**src/rtl/spi_master_pkg.sv**
```systemverilog
// Shared types and constants for the push/pull SPI initiator.
// Optional build macro: SPI_MASTER_VAR_PKT_EN (variable packet length).
package spi_master_pkg;

   typedef enum logic [2:0] {
      IDLE  = 3'd0,
      START = 3'd1,
      XFER  = 3'd2,
      STOP  = 3'd3,
      DONE  = 3'd4
   } spi_master_state_t;

   localparam logic SCLK_IDLE   = 1'b0;
   localparam logic CS_INACTIVE = 1'b1;

   // Chip-select index width; a single select still needs a 1-bit address.
   function automatic int csw_of(input int ncs);
      return (ncs > 1) ? $clog2(ncs) : 1;
   endfunction

endpackage

```
**src/rtl/spi_master_if.sv**
```systemverilog
// Host-side val/rdy recv/send bus of the SPI initiator.
// Optional build macro: SPI_MASTER_VAR_PKT_EN adds packet_size.
interface spi_master_if #(
   parameter int NBITS = 8,
   parameter int NCS   = 1
) ();
   import spi_master_pkg::*;

   localparam int CSW = csw_of(NCS);

   logic [NBITS-1:0] recv_msg;
   logic             recv_val;
   logic             recv_rdy;
   logic [CSW-1:0]   cs_addr;
   logic [NBITS-1:0] send_msg;
   logic             send_val;
   logic             send_rdy;

`ifdef SPI_MASTER_VAR_PKT_EN
   localparam int PSW = $clog2(NBITS + 1);
   logic [PSW-1:0]   packet_size;

   modport master (
      output recv_msg, recv_val, cs_addr, send_rdy, packet_size,
      input  recv_rdy, send_msg, send_val
   );
   modport slave (
      input  recv_msg, recv_val, cs_addr, send_rdy, packet_size,
      output recv_rdy, send_msg, send_val
   );
`else
   modport master (
      output recv_msg, recv_val, cs_addr, send_rdy,
      input  recv_rdy, send_msg, send_val
   );
   modport slave (
      input  recv_msg, recv_val, cs_addr, send_rdy,
      output recv_rdy, send_msg, send_val
   );
`endif

endinterface

```
**src/rtl/spi_master_push_pull_sclk_gen.sv**
```systemverilog
// SCLK divider: toggles every CLK_DIV cycles while enabled, starting low;
// rise/fall pulses flag the cycle in which the toggle is registered.
module spi_sclk_gen
   import spi_master_pkg::*;
#(
   parameter int CLK_DIV = 2
) (
   input  logic clk,
   input  logic reset,
   input  logic en,
   output logic sclk,
   output logic rise_pulse,
   output logic fall_pulse
);

   localparam int CW = $clog2(CLK_DIV + 1);

   logic [CW-1:0] cnt;
   logic          tick;

   assign tick       = en && (cnt == CW'(CLK_DIV - 1));
   assign rise_pulse = tick && !sclk;
   assign fall_pulse = tick && sclk;

   always_ff @(posedge clk) begin
      if (reset || !en) begin
         cnt  <= '0;
         sclk <= SCLK_IDLE;
      end else if (tick) begin
         cnt  <= '0;
         sclk <= ~sclk;
      end else begin
         cnt  <= cnt + 1'b1;
      end
   end

endmodule

```
**src/rtl/spi_master_push_pull.sv**
```systemverilog
// Mode-0 SPI initiator: one val/rdy message in, shifted MSB-first on MOSI, MISO word out.
// Optional build macro: SPI_MASTER_VAR_PKT_EN (per-transfer packet_size).
module spi_master_push_pull
   import spi_master_pkg::*;
#(
   parameter int NBITS   = 8,
   parameter int NCS     = 1,
   parameter int CLK_DIV = 2
) (
   input  logic              clk,
   input  logic              reset,
   spi_master_if.slave       bus,
   output logic              spi_sclk,
   output logic [NCS-1:0]    spi_cs_n,
   output logic              spi_mosi,
   input  logic              spi_miso
);

   localparam int CSW = csw_of(NCS);
   localparam int BW  = $clog2(NBITS + 1);
   localparam int CW  = $clog2(CLK_DIV + 1);

   localparam logic [2:0] S_IDLE  = IDLE;
   localparam logic [2:0] S_START = START;
   localparam logic [2:0] S_XFER  = XFER;
   localparam logic [2:0] S_STOP  = STOP;
   localparam logic [2:0] S_DONE  = DONE;

   logic [2:0]       state;
   logic [NBITS-1:0] shreg;
   logic [CSW-1:0]   cs_q;
   logic [BW-1:0]    bit_cnt;
   logic [CW-1:0]    phase;
   logic             miso_q;
   logic             sclk_en, rise, fall, phase_end;
   logic             recv_xfer, send_xfer, cs_active;
   logic [BW-1:0]    load_len;
   logic [NBITS-1:0] load_word;

`ifdef SPI_MASTER_VAR_PKT_EN
   // Short packets are left-aligned so the shift path is length-agnostic; after L
   // shifts the captured bits land right-aligned with zeros above them.
   always_comb begin
      load_len = bus.packet_size;
      if (bus.packet_size == '0 || bus.packet_size > BW'(NBITS))
         load_len = BW'(NBITS);
      load_word = bus.recv_msg << (BW'(NBITS) - load_len);
   end
`else
   assign load_len  = BW'(NBITS);
   assign load_word = bus.recv_msg;
`endif

   assign recv_xfer = bus.recv_val && bus.recv_rdy;
   assign send_xfer = bus.send_val && bus.send_rdy;
   assign phase_end = (phase == CW'(CLK_DIV - 1));
   assign sclk_en   = (state == S_XFER);
   assign cs_active = (state == S_START) || (state == S_XFER);

   spi_sclk_gen #(.CLK_DIV(CLK_DIV)) u_sclk_gen (
      .clk        (clk),
      .reset      (reset),
      .en         (sclk_en),
      .sclk       (spi_sclk),
      .rise_pulse (rise),
      .fall_pulse (fall)
   );

   always_ff @(posedge clk) begin
      if (reset) begin
         state   <= S_IDLE;
         shreg   <= '0;
         cs_q    <= '0;
         bit_cnt <= '0;
         phase   <= '0;
         miso_q  <= 1'b0;
      end else begin
         case (state)
            S_IDLE: begin
               if (recv_xfer) begin
                  shreg   <= load_word;
                  cs_q    <= bus.cs_addr;
                  bit_cnt <= load_len;
                  phase   <= '0;
                  state   <= S_START;
               end
            end
            S_START: begin
               if (phase_end) begin
                  phase <= '0;
                  state <= S_XFER;
               end else begin
                  phase <= phase + 1'b1;
               end
            end
            S_XFER: begin
               if (rise) begin
                  miso_q  <= spi_miso;
                  bit_cnt <= bit_cnt - 1'b1;
               end
               if (fall) begin
                  shreg <= {shreg[NBITS-2:0], miso_q};
                  if (bit_cnt == '0)
                     state <= S_STOP;
               end
            end
            S_STOP: begin
               if (phase_end) begin
                  phase <= '0;
                  state <= S_DONE;
               end else begin
                  phase <= phase + 1'b1;
               end
            end
            S_DONE: begin
               if (send_xfer)
                  state <= S_IDLE;
            end
            default: state <= S_IDLE;
         endcase
      end
   end

   assign bus.recv_rdy = (state == S_IDLE);
   assign bus.send_val = (state == S_DONE);
   assign bus.send_msg = shreg;
   assign spi_mosi     = cs_active ? shreg[NBITS-1] : 1'b0;

   // Out-of-range cs_q matches no index, so the transfer runs with no select asserted.
   always_comb begin
      spi_cs_n = {NCS{CS_INACTIVE}};
      if (cs_active) begin
         for (int unsigned i = 0; i < NCS; i++)
            if (32'(cs_q) == i)
               spi_cs_n[i] = ~CS_INACTIVE;
      end
   end

endmodule

```
**src/flat_wrapper.sv**
```systemverilog
// flat-port wrapper written by rule: the top's interface ports become plain ports
module spi_master_push_pull_flat import spi_master_pkg::*;
#(
   parameter int NBITS   = 8,
   parameter int NCS     = 1,
   parameter int CLK_DIV = 2
)
  (clk, reset, spi_sclk, spi_cs_n, spi_mosi, spi_miso, bus_recv_msg, bus_recv_val, bus_cs_addr, bus_send_rdy, bus_recv_rdy, bus_send_msg, bus_send_val);
  spi_master_if #(.NBITS(NBITS), .NCS(NCS)) bus_i ();
  input  logic clk;
  input  logic reset;
  output logic spi_sclk;
  output logic [NCS-1:0] spi_cs_n;
  output logic spi_mosi;
  input  logic spi_miso;
  input wire logic [$bits(bus_i.recv_msg)-1:0] bus_recv_msg;
  input wire logic [$bits(bus_i.recv_val)-1:0] bus_recv_val;
  input wire logic [$bits(bus_i.cs_addr)-1:0] bus_cs_addr;
  input wire logic [$bits(bus_i.send_rdy)-1:0] bus_send_rdy;
  output wire logic [$bits(bus_i.recv_rdy)-1:0] bus_recv_rdy;
  output wire logic [$bits(bus_i.send_msg)-1:0] bus_send_msg;
  output wire logic [$bits(bus_i.send_val)-1:0] bus_send_val;
  assign bus_i.recv_msg = bus_recv_msg;
  assign bus_i.recv_val = bus_recv_val;
  assign bus_i.cs_addr = bus_cs_addr;
  assign bus_i.send_rdy = bus_send_rdy;
  assign bus_recv_rdy = bus_i.recv_rdy;
  assign bus_send_msg = bus_i.send_msg;
  assign bus_send_val = bus_i.send_val;
  spi_master_push_pull #(.NBITS(NBITS), .NCS(NCS), .CLK_DIV(CLK_DIV)) u_core (.clk(clk), .reset(reset), .bus(bus_i), .spi_sclk(spi_sclk), .spi_cs_n(spi_cs_n), .spi_mosi(spi_mosi), .spi_miso(spi_miso));
endmodule
```
**config.mk**
```make
export PLATFORM = sky130hd
export DESIGN_NAME = spi_master_push_pull_flat
export DESIGN_NICKNAME = d
export VERILOG_FILES = /design/src/rtl/spi_master_pkg.sv /design/src/rtl/spi_master_if.sv /design/src/rtl/spi_master_push_pull_sclk_gen.sv /design/src/rtl/spi_master_push_pull.sv /design/src/flat_wrapper.sv
export SDC_FILE = /design/constraint.sdc
export NUM_CORES = 1
export LEC_CHECK = 0
export ABC_CLOCK_PERIOD_IN_PS = 2250
export CORE_ASPECT_RATIO = 0.8
export CORE_UTILIZATION = 49
export DETAILED_ROUTE_END_ITERATION = 10
export PLACE_DENSITY_LB_ADDON = 0.2
export SYNTH_ARGS = -nofsm -noshare
export SYNTH_HDL_FRONTEND = slang
export SYNTH_SLANG_ARGS = --single-unit
```
**constraint.sdc**
```tcl
create_clock -name clk -period 2.25 [get_ports clk]
set_clock_uncertainty 0.05 [all_clocks]
set_input_delay 0.3375 -clock clk [delete_from_list [all_inputs] [get_ports clk]]
set_output_delay 0.3375 -clock clk [all_outputs]
set_load 0.05 [all_outputs]
```
# Yosys cells after proc, flatten, opt, wreduce, memory -nomap -nowiden
# Index checks and enable logic that the tools add are counted.
classes:
  n_addsub: 3
  n_eq_ne: 13
  n_mux: 19
  bitwise_logic: 1
  n_reduce_logical: 21
op_table:
  columns: ["op", "count"]
  rows:
  - ["$mux W3", 6]
  - ["$mux W8", 2]
  - ["$pmux W8 S2", 1]
  - ["$pmux W3 S5", 1]
  - ["$ne A2 B1 Y1 const B", 5]
  - ["$mux W4", 2]
  - ["$pmux W4 S2", 1]
  - ["$eq A3 B2 Y1 const B", 2]
  - ["$reduce_and A2 Y1", 3]
  - ["$reduce_and A3 Y1", 2]
  - ["$reduce_and A6 Y1", 1]
  - ["$logic_and A1 B1 Y1", 5]
  - ["$add A2 B1 Y2 const B", 2]
  - ["$eq A2 B1 Y1 const B", 2]
  - ["$logic_not A4 Y1", 1]
  - ["$mux W2", 2]
  - ["$ne A2 B2 Y1 const B", 2]
  - ["$pmux W2 S2", 1]
  - ["$reduce_bool A2 Y1", 2]
  - ["$reduce_or A2 Y1", 2]
  - ["$sub A4 B1 Y4 const B", 1]
  - ["$eq A3 B1 Y1 const B", 1]
  - ["$eq A3 B3 Y1 const B", 1]
  - ["$logic_not A3 Y1", 1]
  - ["other kinds (4)", 8]
word_totals:
  regBits: 22
  inputBits: 14
  wordCells: 65

# Depth between registers and ports, before layout
# Gate-level depths: netlist (run 1).
logic_depth:
  word_depth: 5
  depth_mapped: 6
  depth_no_buf: 5

# Hierarchy
# Synthesis (run 1) repeated with hierarchy kept, for this count alone.
hier_totals:
  cells_unflattened: 129
  area_unflattened_um2: 1119.8
by_module_without_submodules:
  columns: ["module", "n_inst", "cells_each", "area_each_um2"]
  rows:
  - ["spi_master_push_pull", 1, 116, 999.7]
  - ["spi_sclk_gen", 1, 13, 120.1]

# Worst setup path before layout (run 1)
# OpenSTA, ideal clock, no wires.
synth_path:
  kind: "register -> output"
  startpoint: "register u_core.shreg[7], in the netlist u_core.bus.send_msg[7]"
  endpoint: "output spi_mosi"
  t_arrival_ns: 1.859
  required_ns: 1.862
  slack_ns: 0.003
  path_stages_with_launch: 2
  path_buffers: 0
  path_cell_list: "dfxtp_1 nor3b_1"
synth_via:
  elab_chain_len: 1
synth_rtl:
  columns: ["element", "line_no", "source"]
  rows:
  - ["start: declaration", "spi_master_push_pull.sv:30", "logic [NBITS-1:0] shreg;"]
  - ["start signal: assignment", "spi_master_push_pull.sv:81", "shreg <= load_word;"]
  - ["start signal: assignment", "spi_master_push_pull.sv:102", "shreg <= {shreg[NBITS-2:0], miso_q};"]
  - ["$mux W1", "spi_master_push_pull.sv:127", "assign spi_mosi = cs_active ? shreg[NBITS-1] : 1'b0;"]
  - ["end: declaration", "flat_wrapper.sv:14", "output logic spi_mosi;"]
# No other way between the ends.

# Worst setup path after layout (run 1)
layout_path:
  startpoint: "register u_core.u_sclk_gen.sclk"
  endpoint: "output spi_sclk"
layout_rtl:
  columns: ["element", "line_no", "source"]
  rows:
  - ["start: declaration", "spi_master_push_pull_sclk_gen.sv:11", "output logic sclk,"]
  - ["start signal: assignment", "spi_master_push_pull_sclk_gen.sv:31", "sclk <= ~sclk;"]
  - ["end: declaration", "flat_wrapper.sv:12", "output logic spi_sclk;"]
# No word-level cell between the ends.

==> summary.md, run 1 <==
| Metric | Value |
|---|---|
| WL final | 2750 um |
| TritonCTS Sinks | 22 |
| Clock-pin slew on the worst setup and hold paths | 0.12 ns |
| Die Wd | 56.5 um |
| DR vias/cell | 6.11 |
| Placer Congestion | 0.756 |
| Vias in the first global route | 1024 |
| Final setup vio count | 0 |
| Outcome | complete, no violations |
| Layout cells sized above 1 | 9.87% |
| CP arrival | 1.71 ns |
| Die ar. | 2580 um^2 |
| CP peak stage delay | 0.87 ns |
| PortBufs | 26 |
| CP endpoint kind | output port |
| Int Pwr | 0.576 mW |
| Die height | 45.6 um |
| Worst skew pair latency | 0.31 ns |
| Worst-Margin Slew | 0.496 ns |
| Post-route ant nets | 0 |
| Ant. Diodes | 0 |
| Via count | 1082 |
| Worst Path Max Fanout | 10 |
| Layout fillers | 174 |
| Yosys reg bits | 22 |
| CTS resizes | 0 |
| Total of max-cap violations | 0 |
| GRT met3 Usage | 5.40% |
| Final worst-path cycle share | 93.3% |
| YS warnings | 0 |
| Num CTS Buffers | 3 |
| Antenna violations before repair | 0 |
| Setup TNS | 0 ns |
| Type of the tightest min-delay check | register to register |
| FF-to-FF Start | u_core.state[0]$_SDFFE_PP0P_ |
| Initial Util | 53.0% |
| RSZ-0062 raised after global routing | false |
| Synth Area in XOR/XNOR | 2.26% |
| Core area | 2200 um^2 |
| I/O pins | 27 |
| Seq pwr share | 50.5% |
| CP Cell Sequence | clkdlybuf4s50_1 |
| Wire length per cell | 15.5 um |
| Hold Path Origin | u_core.u_sclk_gen.cnt[0]$_SDFF_PP0_ |
| Post-layout minimum cycle time | 2.10 ns |
| Top cells by area, synth | dfxtp_1 (38%), mux2i_1 (7.7%), o311ai_0 (6.8%), a21oi_1 (5.2%), o21bai_1 (5.2%) |
| Clk buf depth | 2 |
| Seq/Total Area, Yosys | 37.8% |
| GRT Resource Usage Total | 22.6% |
| Met1 GRT Util | 28.7% |
| Syn_area_per_cell | 9.10 um^2 |
| Layout Area Growth over Synthesis | 28.1% |
| First-pass GRT wire length | 4440 um |
| Largest family of logic cells by synthesized area | compound AO/OA/AOI/OAI gates |
| Combinational fraction of design power | 28.1% |
| Critical path class | register to output port |
| Largest net degree at the start of global routing | 21 |
| Fraction of the mapped netlist area in compound gates | 23.3% |
| Synthesized Nets | 145 |
| Multi-input gate area | 649 um^2 |
| CTS H-tree lvls | 1 |
| Relative slew margins | 66.8% |
| Register Area | 440 um^2 |
| Simple-gate share of the synthesized area | 19.2% |
| Post-synth top area share | 37.8% |
| Number of detailed-route iterations in the first pass | 4 |
| Critical R2R Capture | u_core.bit_cnt[0]$_SDFFE_PP0P_ |
| Worst path bufs/invs | 1 |
| Met2 Use GR | 38.8% |
| Grt ovf | 0 |
| Fin. max-slew vios | 0 |
| Clock network fraction of total power | 21.4% |
| Global routing's busiest layer | met2 |
| Crit path launch type | register |
| Synth Area in Adders | 3.22% |
| Fmax | 476 MHz |
| Detailed placer's ending HPWL | 1940 um |
| Layout Nets | 171 |
| CP Depth | 1 |
| Reg2Reg Depth | 4 |
| Detailed-route DRC error count | 0 |
| Crit path max-delay family | buffers and inverters |
| Sw Ratio | 32.2% |
| Peak supply drop | 430 uV |
| Worst hold path endpoint | u_core.u_sclk_gen.cnt[0]$_SDFF_PP0_ |
| Crit path required time | 1.86 ns |
| Switching pwr | 0.273 mW |
| CTS tree | built |
| Root Buffer | clkbuf_4 |
| R2R setup slack | 0.47 ns |
| Rows | 15 |
| Worst hold stages | 1 |
| DRT iter0 DRCs | 18 |
| PD cells | 569 nW/um^2 |
| Final Total Pwr | 0.849 mW |
| Gate Count Post-Synth | 128 |
| Final Hold Viols | 0 |
| Leakage power | 0.527 nW |
| Netlist cell types | 38 |
| Cts hold-fix bufs | 0 |
| Postcts setup bufs | 0 |
| Post-synthesis mux area share | 7.73% |
| Slowest CP cell | clkdlybuf4s50_1 |
| Mapped cell area | 1160 um^2 |
| Area leader, netlist | dfxtp_1 |
## routing by layer
metal | vias up | wire [um]
li1 | 530 | -
met1 | 499 | 1250
met2 | 49 | 1280
met3 | 4 | 180
met4 | 0 | 42
met5 | - | 0
## kinds of logic after synthesis
group / count (synthesis)
buffers and inverters: 17
adders and majority gates: 3
muxes: 9
AOI/OAI and AO/OA: 39
DFF: 22
xor gates and xnor gates: 3
and+or+nand+nor: 35
## through the flow
| stage | util, % | cells | cell area (um^2) | setup WS (ns) | hold WS [ns] |
|---|---|---|---|---|---|
| 6_report | 68.0 | 177 | 1490 | 0.151 | 0.427 |
| 5_1_grt | 68.0 | 177 | 1490 | 0.0841 | 0.445 |
| 4_1_cts | 68.0 | 177 | 1490 | 0.154 | 0.424 |
| 3_5_place_dp | 67.0 | 174 | 1470 | 0.270 | 0.407 |
| 3_3_place_gp | 67.0 | 174 | 1470 | 0.321 | 0.365 |
| 2_1_floorplan | - | 128 | 1160 | 0.00301 | 0.356 |
## cell type report
type | count | share of cell area (%)
Timing Repair Buffer | 33 | 22.1
Inverter | 5 | 1.26
Clock buffer | 3 | 1.51
Tap cell | 25 | 2.10
Multi-Input combinational cell | 89 | 43.5
Sequential cell | 22 | 29.5
## sequential cells by signal (all words and copies together), names as in the netlist
| name | flops |
|---|---|
| u_core.state | 3 |
| u_core.cs_q | 1 |
| u_core.u_sclk_gen.sclk | 1 |
| u_core.phase | 2 |
| u_core.bus.send_msg | 8 |
| u_core.bit_cnt | 4 |
| u_core.u_sclk_gen.cnt | 2 |
| u_core.miso_q | 1 |
## Yosys cell counts
master	n
dfxtp_1	22
a21oi_1	12
mux2i_1	9
o311ai_0	9
clkbuf_1	8
o21bai_1	8
inv_1	5
nor2_1	5
buf_2	3
ha_1	3
nand2_1	3
nand3b_1	3
nor3_1	3
nor3b_1	3
nor4_1	3
or3_1	3
nand2b_1	2
nor2b_1	2
o211ai_1	2
xnor2_1	2
a211o_1	1
a21boi_1	1
a311oi_1	1
a31o_1	1
a31oi_1	1
and3_1	1
and4_1	1
and4bb_2	1
buf_6	1
nand3_1	1
nand4b_1	1
nand4bb_1	1
o21a_1	1
o21ai_0	1
o21ai_1	1
or3b_2	1
or4b_1	1
xor2_1	1
## layout by cell type (no fill, tap or decap), types with 2 or more instances in the layout
| master | count |
|---|---|
| xnor2_1 | 2 |
| clkdlybuf4s50_1 | 23 |
| buf_12 | 2 |
| nor4_1 | 3 |
| nand2_1 | 3 |
| nor3_1 | 3 |
| buf_4 | 8 |
| nor2_1 | 5 |
| a21oi_1 | 12 |
| nor3b_1 | 3 |
| ha_1 | 3 |
| nand3b_1 | 3 |
| nor2b_1 | 2 |
| dfxtp_1 | 22 |
| nand2b_1 | 2 |
| mux2i_1 | 9 |
| o311ai_0 | 9 |
| or3_1 | 3 |
| inv_1 | 5 |
| o211ai_1 | 2 |
| o21bai_1 | 8 |
| clkbuf_4 | 3 |
## power groups by stage
stage | logic, mW | clock network [mW] | registers, mW
after floorplan | 0.110 | 0 | 0.481
after global placement | 0.233 | 0 | 0.436
after detailed placement | 0.237 | 0 | 0.437
after CTS | 0.238 | 0.181 | 0.428
after global routing | 0.253 | 0.191 | 0.432
final | 0.239 | 0.182 | 0.429
## worst max path at each step
stage,startpoint,endpoint
3_3_place_gp,bus_recv_val,u_core.bit_cnt[0]$_SDFFE_PP0P_
2_1_floorplan,u_core.bus.send_msg[7]$_SDFFE_PP0P_,spi_mosi
3_5_place_dp,bus_recv_val,u_core.bit_cnt[0]$_SDFFE_PP0P_
4_1_cts,u_core.u_sclk_gen.sclk$_SDFFE_PP0N_,spi_sclk
5_1_grt,u_core.u_sclk_gen.sclk$_SDFFE_PP0N_,spi_sclk
6_report,u_core.u_sclk_gen.sclk$_SDFFE_PP0N_,spi_sclk
Power figures use the tool's default switching activity.
==> run 2, diff against run 1 <==
--- a/config.mk
+++ b/config.mk
@@ -6,8 +6,10 @@
 export NUM_CORES = 1
 export LEC_CHECK = 0
 export ABC_CLOCK_PERIOD_IN_PS = 2250
+export CELL_PAD_IN_SITES_DETAIL_PLACEMENT = 1
+export CELL_PAD_IN_SITES_GLOBAL_PLACEMENT = 1
 export CORE_ASPECT_RATIO = 0.8
-export CORE_UTILIZATION = 49
+export CORE_UTILIZATION = 36
 export DETAILED_ROUTE_END_ITERATION = 10
 export PLACE_DENSITY_LB_ADDON = 0.2
 export SYNTH_ARGS = -nofsm -noshare
==> summary.md, run 2 (synthesized netlist as in run 1, its figures left out) <==
| Metric | Value |
|---|---|
| Grt ovf | 0 (unchanged) |
| Worst skew pair latency | 0.26 ns (was 0.31 ns) |
| PortBufs | 26 (unchanged) |
| Post-layout util | 49.3% (was 68.0%) |
| Die height | 52.9 um (was 45.6 um) |
| Multi-input gate area | 649 um^2 (unchanged) |
| Core area | 3090 um^2 (was 2200 um^2) |
| Relative slew margins | 66.8% (about the same) |
| PD cells | 598 nW/um^2 (was 569 nW/um^2) |
| DR vias/cell | 5.62 (was 6.11) |
| CP arrival | 1.64 ns (was 1.71 ns) |
| Root Buffer | clkbuf_8 (was clkbuf_4) |
| Fin. max-slew vios | 0 (unchanged) |
| Num CTS Buffers | 3 (unchanged) |
| Number of detailed-route iterations in the first pass | 3 (was 4) |
| Antenna violations before repair | 0 (unchanged) |
| Post-route ant nets | 0 (unchanged) |
| Worst path bufs/invs | 1 (unchanged) |
| CTS resizes | 0 (unchanged) |
| DRT iter0 DRCs | 61 (was 18) |
| CP peak stage delay | 0.87 ns (about the same) |
| Worst hold path endpoint | u_core.u_sclk_gen.cnt[0]$_SDFF_PP0_ (unchanged) |
| Final setup vio count | 0 (unchanged) |
| Crit path max-delay family | buffers and inverters (unchanged) |
| Worst Path Max Fanout | 10 (unchanged) |
| R2R setup slack | 0.53 ns (was 0.47 ns) |
| RSZ-0062 raised after global routing | false (unchanged) |
| Wire length per cell | 16.1 um (was 15.5 um) |
| Rows | 18 (was 15) |
| Setup TNS | 0 ns (unchanged) |
| Fmax | 493 MHz (was 476 MHz) |
| Final Hold Viols | 0 (unchanged) |
| Final worst-path cycle share | 90.2% (was 93.3%) |
| Slowest CP cell | clkdlybuf4s50_1 (unchanged) |
| Outcome | complete, no violations (unchanged) |
| Crit path required time | 1.86 ns (about the same) |
| Via count | 1073 (was 1082) |
| Register Area | 440 um^2 (unchanged) |
| Ant. Diodes | 0 (unchanged) |
| Critical path class | register to output port (unchanged) |
| Largest net degree at the start of global routing | 16 (was 21) |
| Cts hold-fix bufs | 0 (unchanged) |
| Critical R2R Capture | u_core.bit_cnt[0]$_SDFFE_PP0P_ (unchanged) |
| Leakage power | 0.530 nW (was 0.527 nW) |
| Layout Nets | 170 (was 171) |
| Layout fillers | 357 (was 174) |
| TritonCTS Sinks | 22 (unchanged) |
| Crit path launch type | register (unchanged) |
| WL final | 3070 um (was 2750 um) |
| CTS H-tree lvls | 1 (unchanged) |
| Die ar. | 3470 um^2 (was 2580 um^2) |
| Layout Area Growth over Synthesis | 30.5% (was 28.1%) |
| Reg2Reg Depth | 3 (was 4) |
| Post-route setup slack | 0.221 ns (was 0.151 ns) |
| FF-to-FF Start | u_core.state[1]$_SDFFE_PP0P_ (was u_core.state[0]$_SDFFE_PP0P_) |
| Hold Path Origin | u_core.u_sclk_gen.cnt[0]$_SDFF_PP0_ (unchanged) |
| Vias in the first global route | 1115 (was 1024) |
| CTS tree | built (unchanged) |
| Clock-pin slew on the worst setup and hold paths | 0.07 ns (was 0.12 ns) |
| Total of max-cap violations | 0 (unchanged) |
| Worst hold stages | 1 (unchanged) |
| Type of the tightest min-delay check | register to register (unchanged) |
| Clk buf depth | 2 (unchanged) |
| Initial Util | 37.8% (was 53.0%) |
| Die Wd | 65.6 um (was 56.5 um) |
| Detailed-route DRC error count | 0 (unchanged) |
| Layout cells sized above 1 | 9.93% (was 9.87%) |
| Worst-Margin Slew | 0.497 ns (was 0.496 ns) |
| Post-layout minimum cycle time | 2.03 ns (was 2.10 ns) |
| Dpl ws | 0.291 ns (was 0.270 ns) |
| Placer Congestion | 0.840 (was 0.756) |
| Commonest cells after routing, fill and taps aside | clkdlybuf4s50_1 (22), dfxtp_1 (22), a21oi_1 (12) (was clkdlybuf4s50_1 (23), dfxtp_1 (22), a21oi_1 (12)) |
| Final Total Pwr | 0.909 mW (was 0.849 mW) |
| Peak supply drop | 369 uV (was 430 uV) |
| Max reg flops | 8 (unchanged) |
| First-pass GRT wire length | 5180 um (was 4440 um) |
| I/O pins | 27 (unchanged) |
| CP endpoint kind | output port (unchanged) |
| Postcts setup bufs | 0 (unchanged) |
| Detailed placer's ending HPWL | 2270 um (was 1940 um) |
| GRT Resource Usage Total | 20.0% (was 22.6%) |
| CP Cell Sequence | clkdlybuf4s50_1 (unchanged) |
-- run 2: cell type report --
cell class | count | area share [%]
Clock buffer | 3 | 2.72
Timing Repair Buffer | 32 | 21.1
Tap cell | 40 | 3.29
Sequential cell | 22 | 29.0
Inverter | 5 | 1.23
Multi-Input combinational cell | 89 | 42.7
-- run 2: routing by layer --
metal | global-route usage [%] | wire (um) | part of all wire (%) | up-vias
met2 | 35.4 | 1520 | 50 | 17
met1 | 24.2 | 1440 | 47 | 525
li1 | - | - | - | 527
met3 | 4.53 | 84 | 2.7 | 4
met4 | 5.80 | 25 | 0.81 | 0
met5 | 0 | 0 | 0 | -
-- run 2: worst max-delay path by stage --
| stage | startpoint | end | slack [ns] | depth (start not counted) |
|---|---|---|---|---|
| global route | u_core.state[1]$_SDFFE_PP0P_ | spi_mosi | 0.15 | 3 |
| CTS | u_core.state[1]$_SDFFE_PP0P_ | spi_mosi | 0.19 | 3 |
| floorplan | u_core.bus.send_msg[7]$_SDFFE_PP0P_ | spi_mosi | 0.003 | 1 |
| finish | u_core.u_sclk_gen.sclk$_SDFFE_PP0N_ | spi_sclk | 0.22 | 1 |
| global placement | bus_recv_val | u_core.bit_cnt[0]$_SDFFE_PP0P_ | 0.32 | 4 |
| detailed placement | bus_recv_val | u_core.bit_cnt[0]$_SDFFE_PP0P_ | 0.29 | 4 |
-- run 2: stage by stage --
step	hold WS (ns)	cells	instance area, um^2
after floorplan	0.356	128	1160
after global placement	0.364	188	1480
after detailed placement	0.401	188	1480
after CTS	0.421	191	1520
after global routing	0.438	191	1520
final	0.414	191	1520
-- run 2: where the power goes --
part	switching (mW)	internal, mW
Clock	0.123	0.120
Combinational	0.132	0.0996
Sequential	0.0231	0.411
Total	0.279	0.630
==> run 3, diff against run 2 <==
--- a/config.mk
+++ b/config.mk
@@ -10,6 +10,7 @@
 export CELL_PAD_IN_SITES_GLOBAL_PLACEMENT = 1
 export CORE_ASPECT_RATIO = 0.8
 export CORE_UTILIZATION = 36
+export CTS_CLUSTER_DIAMETER = 40
 export DETAILED_ROUTE_END_ITERATION = 10
 export PLACE_DENSITY_LB_ADDON = 0.2
 export SYNTH_ARGS = -nofsm -noshare
==> results of run 3 <==
Final layout, timing and power as in run 2 (identical DEF).
